### config.mk
export PLATFORM = sky130hd
export DESIGN_NAME = score_grader
export DESIGN_NICKNAME = d
export VERILOG_FILES = /design/src/rtl/score_grader.sv
export SDC_FILE = /design/constraint.sdc
export NUM_CORES = 1
export LEC_CHECK = 0
export BUFFER_PORTS_ARGS = -buffer_cell sky130_fd_sc_hd__buf_4
export CAP_MARGIN = 40
export CORE_MARGIN = 2
export CORE_UTILIZATION = 50
export DETAILED_ROUTE_END_ITERATION = 12
export GPL_TIMING_DRIVEN = 0
export MAX_ROUTING_LAYER = met4
export PLACE_DENSITY = 0.7
export SKIP_CTS_REPAIR_TIMING = 1
export SYNTH_ARGS = -nofsm -noshare
export SYNTH_HDL_FRONTEND = slang
export SYNTH_SLANG_ARGS = --single-unit
### constraint.sdc
create_clock -name clk -period 4.4 [get_ports clk]
set_input_delay 1.1 -clock clk [delete_from_list [all_inputs] [get_ports clk]]
set_output_delay 1.1 -clock clk [all_outputs]
set_load 0.02 [all_outputs]
### src/rtl/score_grader.sv
// Rhythm-game note grader: counts judged notes during a run, grades on song end.
// Optional per-user/per-song best-grade table enabled by defining BEST_SCORE_EN.
module score_grader #(
    parameter int CNT_W = 8
) (
    input  logic       clk,
    input  logic       reset,
    input  logic       start,
    input  logic       note_valid,
    input  logic       note_hit,
    input  logic       song_end,
    input  logic       user,
    input  logic [3:0] song,
    output logic [3:0] score,
    output logic [3:0] score_user,
    output logic       busy,
    output logic       done
);

    typedef enum logic [1:0] {IDLE, PLAY, DONE} state_t;

    localparam int              PW      = CNT_W + 3;
    localparam logic [CNT_W-1:0] CNT_MAX = '1;

    state_t           state_q, state_d;
    logic [CNT_W-1:0] total_q, total_d;
    logic [CNT_W-1:0] hits_q, hits_d;
    logic [3:0]       score_q, score_d;
    logic             busy_q, busy_d;
    logic             done_q, done_d;

    function automatic logic [3:0] grade(input logic [CNT_W-1:0] t, input logic [CNT_W-1:0] h);
        logic [PW-1:0] t_w;
        logic [PW-1:0] h_w;
        t_w = PW'(t);
        h_w = PW'(h);
        if (t == '0)                                grade = 4'b0000;
        else if (h_w * PW'(8) >= t_w * PW'(7))      grade = 4'b1000;
        else if (h_w * PW'(4) >= t_w * PW'(3))      grade = 4'b0100;
        else if (h_w * PW'(2) >= t_w)               grade = 4'b0010;
        else                                        grade = 4'b0001;
    endfunction

    always_comb begin
        state_d = state_q;
        total_d = total_q;
        hits_d  = hits_q;
        score_d = score_q;
        case (state_q)
            IDLE, DONE: begin
                if (start) begin
                    state_d = PLAY;
                    total_d = '0;
                    hits_d  = '0;
                    score_d = 4'b0000;
                end
            end
            PLAY: begin
                if (start) begin
                    total_d = '0;
                    hits_d  = '0;
                    score_d = 4'b0000;
                end else begin
                    // A note on the song_end cycle is folded in before grading.
                    if (note_valid && total_q != CNT_MAX) begin
                        total_d = total_q + 1'b1;
                        if (note_hit) hits_d = hits_q + 1'b1;
                    end
                    if (song_end) begin
                        state_d = DONE;
                        score_d = grade(total_d, hits_d);
                    end
                end
            end
            default: state_d = IDLE;
        endcase
        done_d = (state_q == PLAY) && (state_d == DONE);
        busy_d = (state_d == PLAY);
    end

    always_ff @(posedge clk or posedge reset) begin
        if (reset) begin
            state_q <= IDLE;
            total_q <= '0;
            hits_q  <= '0;
            score_q <= 4'b0000;
            busy_q  <= 1'b0;
            done_q  <= 1'b0;
        end else begin
            state_q <= state_d;
            total_q <= total_d;
            hits_q  <= hits_d;
            score_q <= score_d;
            busy_q  <= busy_d;
            done_q  <= done_d;
        end
    end

    assign score = score_q;
    assign busy  = busy_q;
    assign done  = done_q;

`ifdef BEST_SCORE_EN
    function automatic logic [2:0] rank(input logic [3:0] g);
        case (g)
            4'b1000: rank = 3'd4;
            4'b0100: rank = 3'd3;
            4'b0010: rank = 3'd2;
            4'b0001: rank = 3'd1;
            default: rank = 3'd0;
        endcase
    endfunction

    logic [31:0] best_flat;
    logic [2:0]  tbl_idx;
    logic [3:0]  cur_best;
    logic        song_in_tbl;
    logic        wr_en;
    logic [3:0]  score_user_q, score_user_d;

    assign tbl_idx     = {user, song[1:0]};
    assign song_in_tbl = (song[3:2] == 2'b00);
    assign cur_best    = best_flat[{tbl_idx, 2'b00} +: 4];
    assign wr_en       = done_d && song_in_tbl && (rank(score_d) > rank(cur_best));

    genvar gi;
    generate
        for (gi = 0; gi < 8; gi++) begin : g_best
            logic [3:0] entry_q, entry_d;
            always_comb begin
                entry_d = entry_q;
                if (wr_en && tbl_idx == 3'(gi)) entry_d = score_d;
            end
            always_ff @(posedge clk or posedge reset) begin
                if (reset) entry_q <= 4'b0000;
                else       entry_q <= entry_d;
            end
            assign best_flat[gi*4 +: 4] = entry_q;
        end
    endgenerate

    always_comb begin
        score_user_d = song_in_tbl ? cur_best : 4'b0000;
    end

    always_ff @(posedge clk or posedge reset) begin
        if (reset) score_user_q <= 4'b0000;
        else       score_user_q <= score_user_d;
    end

    assign score_user = score_user_q;
`else
    logic unused_sel;
    assign unused_sel = ^{user, song};
    assign score_user = score_q;
`endif

endmodule

After elaboration in Yosys (flattened, before gate mapping)
Index checks and enable logic that the tools add are counted.
Widths: inputs -> output; s select.
Cells by class
  equal/unequal tests: 7
  $mul: 2
  multiplexer cells: 24
  bitwise gates (word level): 0
  magnitude comparators: 3
  add/subtract/negate cells: 2
  reductions and logical operators: 8
  shift operators: 0
  div/mod/pow operators: 0
Operator list (count)
  $mux 8: 10
  $pmux 8 s2: 2
  $mux 4: 5
  $add 8x1->8 const B: 2
  $ge 11x11->1: 1
  $mul 8x3->11 const B: 1
  $ge 10x10->1: 1
  $mul 8x2->10 const B: 1
  $ge 9x8->1: 1
  $logic_not 8->1: 1
  $mux 2: 4
  $ne 8x8->1 const B: 1
  $pmux 4 s2: 1
  $eq 2x1->1 const B: 2
  $eq 2x2->1 const B: 2
  $pmux 2 s2: 1
  $mux 3: 1
  $ne 3x3->1 const B: 1
  $reduce_and 3->1: 1
  $logic_and 1x1->1: 2
  $logic_not 2->1: 1
  $ne 2x2->1 const B: 1
  $reduce_and 2->1: 1
  $reduce_bool 2->1: 1
  $reduce_or 2->1: 1
Storage, ports and cells
  bits in registers: 24
  input bits: 11
  ROM bits: 0
  output and inout bits: 10
  bits in writable memories: 0
  latch bits: 0
  memories: 0

Depth between registers and ports, before layout
  depth in word-level cells: 13
  gate-level depth with buffers: 27

Least setup slack after synthesis
No wires, ideal clock.
  kind: input-to-reg
  start point: input note_valid
  end point: register score_q[1], in the netlist score[1]
  data arrival time: 4.729 ns
  slack: -0.424 ns
  stages: 25
  required time: 4.305 ns
  cells stage by stage: nand3_1 > a31oi_1 > or2_0 > buf_4 > inv_2 > buf_6 > nor2_1 > nor2_1 > ha_1 > or2_2 > ha_1 > nor2b_1 > o21ai_0 > a21boi_0 > o21ai_0 > nand2b_1 > a21o_1 > a21oi_1 > ha_1 > o2111ai_1 > nor3_1 > o2bb2ai_1 > a211oi_1 > nand3_2 > o31ai_1
Between the ends
  cells in the longest elaborated chain, start to end: 12
Ends and longest elaborated chain
  from (decl): line 9  | input logic note_valid,
  $logic_and 1x1->1 (*): line 65  | if (note_valid && total_q != CNT_MAX) begin
  $mux 8: line 65
  $mux 8: line 59  | if (start) begin
  $mux 8: line 49  | case (state_q)
  $mul 8x2->10 / $ge 9x8->1 (equally long branches): line 39, 40
  $ge 10x10->1 / $mux 2 (equally long branches): line 39, 40
  $mux 3: line 39  | else if (h_w * PW'(4) >= t_w * PW'(3)) grade = 4'b0100;
  $mux 4: line 38  | else if (h_w * PW'(8) >= t_w * PW'(7)) grade = 4'b1000;
  $mux 4 (*): line 37  | if (t == '0) grade = 4'b0000;
  $mux 4 (*): line 69  | if (song_end) begin
  $mux 4 (*): line 59
  $pmux 4 s2 (*): line 49
  to (signal assigned): line 93  | score_q <= score_d;
  to (decl): line 28  | logic [3:0] score_q, score_d;
Mark *: on every way between the ends. The rest lies on a longest branch, timed or not. The select of a mux whose other input is x is not followed.
A chain may end at the register's enable or synchronous reset.

Worst setup path in the final report
Ends and elaborated chain as after synthesis.

==> impl_metrics.env <==
export IMPL_antenna_left=0
export IMPL_clkPwrFrac=0.275
export IMPL_synth_edf_count=0
export IMPL_synthToLayoutAreaGrowth_pct=29.80
export IMPL_fin_area_sq_mm=0.003482
export IMPL_slew_headroom=0.5215
export IMPL_grt_usage=0.2153
export IMPL_placedInstanceArea_sq_mm=0.002990
export IMPL_die_x_microns=77.25
export IMPL_cp_arrival_ns=4.84
export IMPL_cts_tree="built"
export IMPL_grt_pass1_wl_mm=10.14
export IMPL_antenna_cells=0
export IMPL_drc=0
export IMPL_worst_slack_ns=-0.2699
export IMPL_drv_cap=0
export IMPL_synthTopCellsByArea="dfrtp_1 22%, ha_1 20%, xnor2_1 5.2%, o21ai_0 4.1%, nand2_1 3.6%"
export IMPL_avgViaCountPerCell=5.741
export IMPL_netlist_area_sq_mm=0.002683
export IMPL_drt_iter0_markers=149
export IMPL_syn_nets=362
export IMPL_drt_first_pass_iters=4
export IMPL_wl_per_cell_microns=15.81
export IMPL_vias=2440
export IMPL_clk_pin_slew_ns=0.08
export IMPL_crit_top_cell="ha_4"
export IMPL_ys_warnings_count=0
export IMPL_n_fill_cell=415
export IMPL_critPathKind="input pin to register"
export IMPL_ys_async_sr_fraction=1.000
export IMPL_utilization=0.6775
export IMPL_reg2reg_depth=25
export IMPL_rr_endpoint="score[1]"
export IMPL_die_y_microns=77.25
export IMPL_hold_viol_final=0
export IMPL_grt_remaining_overflow=0
export IMPL_final_nets=412
export IMPL_cts_buffers=3
export IMPL_hold_path_class="register to register"
export IMPL_synth_common_cells="42 x ha_1, 26 x nand2_1, 24 x dfrtp_1"
export IMPL_drive_above_1_share=0.3352
export IMPL_p_leak_nw=1.650
export IMPL_cp_slowest_cell="a211oi_2"
export IMPL_setup_viol=4
export IMPL_report_final_slew_viol_count=0
export IMPL_fmax_mhz=214.1
export IMPL_core_sq_mm=0.005140
export IMPL_cp_data_required_time_ns=4.57
export IMPL_cts_root_buf="clkbuf_8"
export IMPL_rsz0062_at_grt="true"
export IMPL_crit_path_start="note_valid"
export IMPL_cp_end_kind="register"
export IMPL_critPathLaunchType="input pin"
export IMPL_dominantRegCellSynth="dfrtp_1"
export IMPL_synth_cells=306
export IMPL_gp_congestion=0.8489
export IMPL_powerDensity_mw_per_mm2=196.6
export IMPL_p_seq_frac=0.352
export IMPL_crit_end="score[1]"
export IMPL_status="finished, violations left"
export IMPL_peakVddDrop_mv=0.1418
export IMPL_ys_seq_elements=24
export IMPL_worst_pin_slew_ns=0.7102
export IMPL_pwr_share_comb=0.373
export IMPL_dieArea_sq_mm=0.005967
export IMPL_ios=21
export IMPL_regArea_sq_um=603.1
export IMPL_finalSetupTns_ns=-0.7978
export IMPL_failed_checks="setup timing"
export IMPL_min_from="score[2]"
export IMPL_antenna_found_initial=0
export IMPL_period_needed_ns=4.670
export IMPL_min_period_over_period=1.061
export IMPL_r2r_start="total_q[0]"
export IMPL_path_max_fanout=8
export IMPL_hold_slack_ns=0.5105
export IMPL_p_switching_w=0.0002127
export IMPL_pre_cts_slack_ns=-0.8764
export IMPL_finClkSkew_ns=0.007288
export IMPL_grt_max_degree=17
export IMPL_clk_latency_ns=0.26
export IMPL_multiInputGateArea_sq_mm=0.002158
export IMPL_io_buffers=15
export IMPL_grt_pass1_vias=2088
export IMPL_synth_avg_cell_area_sq_um=8.767
export IMPL_rows=26
export IMPL_reg2reg_setup_slack_ns=-0.15
export IMPL_htree_num_levels=1
export IMPL_clk_path_buf_depth=2
export IMPL_intPower_w=0.0004718
export IMPL_yosysTopAreaCell="dfrtp_1"
export IMPL_dp_hpwl_mm=4.835
export IMPL_cpPeakStageDelay_ns=0.30
export IMPL_path_depth=25
export IMPL_clock_sinks=24
export IMPL_synthDistinctLibCells=61
export IMPL_yosysSeqAreaShare=0.2239
export IMPL_synth_top_area_share=0.2239
export IMPL_wl_mm=6.720
export IMPL_synth_most_common_cell="ha_1"
export IMPL_p_sw_frac=0.3107
export IMPL_start_util=0.5219
export IMPL_crit_buf_inv=3
export IMPL_crit_family="compound AO/OA/AOI/OAI gates"
[metal layers]
metal  vias up  global-route usage  wire length, microns
met5         -                   -                     0
met4         0             0.04643                   188
met3        19            0.007059                   309
met2        75              0.3496                  3188
met1      1151              0.3013                  3033
li1       1195                   -                     -
[metrics by stage]
step / std cells / power [W]
2_1_floorplan: 306 / 0.0003892
3_3_place_gp: 391 / 0.0004437
3_5_place_dp: 392 / 0.0004488
4_1_cts: 396 / 0.0006362
5_1_grt: 425 / 0.0007241
6_report: 425 / 0.0006846
[how the worst min path moves through the flow]
stage / endpoint / cells after the start
floorplan: hits_q[7] / 2
global placement: score[1] / 2
detailed placement: score[2] / 2
CTS: score[2] / 2
global route: score[3] / 2
finish: score[2] / 2
[final cells by class]
type	count	area share
Multi-Input combinational cell	245	0.6198
Sequential cell	24	0.1732
Timing Repair Buffer	47	0.1082
Inverter	24	0.03018
Tap cell	70	0.02515
Buffer	11	0.02300
Clock buffer	3	0.01186
Clock inverter	1	0.008624
[sequential cells by signal, summed over array words and instances (netlist names)]
signal   flops
state_q      2
busy         1
score        4
done         1
total_q      8
hits_q       8
[kinds of logic (layout without fill, tap and decap cells)]
family / count (synthesis) / count (layout) / share of synthesized area
AOI/OAI and AO/OA: 86 / 86 / 0.2174
xor gates and xnor gates: 24 / 24 / 0.08396
adders and majority gates: 47 / 47 / 0.2267
buffers and inverters: 37 / 86 / 0.06763
DFF: 24 / 24 / 0.2239
muxes: 2 / 2 / 0.009793
and+or+nand+nor: 86 / 86 / 0.1707
[power groups by stage]
stage               logic, W  registers, W  clock network, W
floorplan           0.000139      0.000250                 0
global placement    0.000198      0.000245                 0
detailed placement  0.000203      0.000246                 0
CTS                 0.000204      0.000241          0.000190
global route        0.000280      0.000242          0.000202
finish              0.000255      0.000241          0.000188
[worst reg2reg max path: stages (launching register included)]
cell	delay, ns
dfrtp_2	0.43
ha_4	0.21
nand4_4	0.14
o21ai_4	0.27
a21o_1	0.17
buf_4	0.14
inv_2	0.07
nor2_4	0.13
nor2_2	0.06
ha_2	0.16
or2_4	0.23
ha_4	0.22
nor2b_4	0.12
o21ai_2	0.15
a21boi_2	0.07
o21ai_1	0.13
nand2b_1	0.10
a21o_1	0.20
a21oi_2	0.18
ha_4	0.23
o2111ai_4	0.12
nor3_2	0.07
o2bb2ai_1	0.13
a211oi_2	0.30
nand3_2	0.18
o31ai_4	0.24
[layout by cell type, fill, tap and decap left out, types with 4 or more instances in the layout]
cell type / instances
buf_4: 48
ha_1: 35
nand2_1: 26
dfrtp_1: 22
inv_1: 18
o21ai_0: 17
xnor2_1: 15
nor2_1: 14
a21oi_1: 13
a21o_1: 9
nand3_1: 7
a22o_1: 6
xor2_1: 5
ha_4: 5
buf_6: 4
o21bai_1: 4
nor3_1: 4
o21ai_2: 4
inv_2: 4
(Power assumes the default switching activity.)
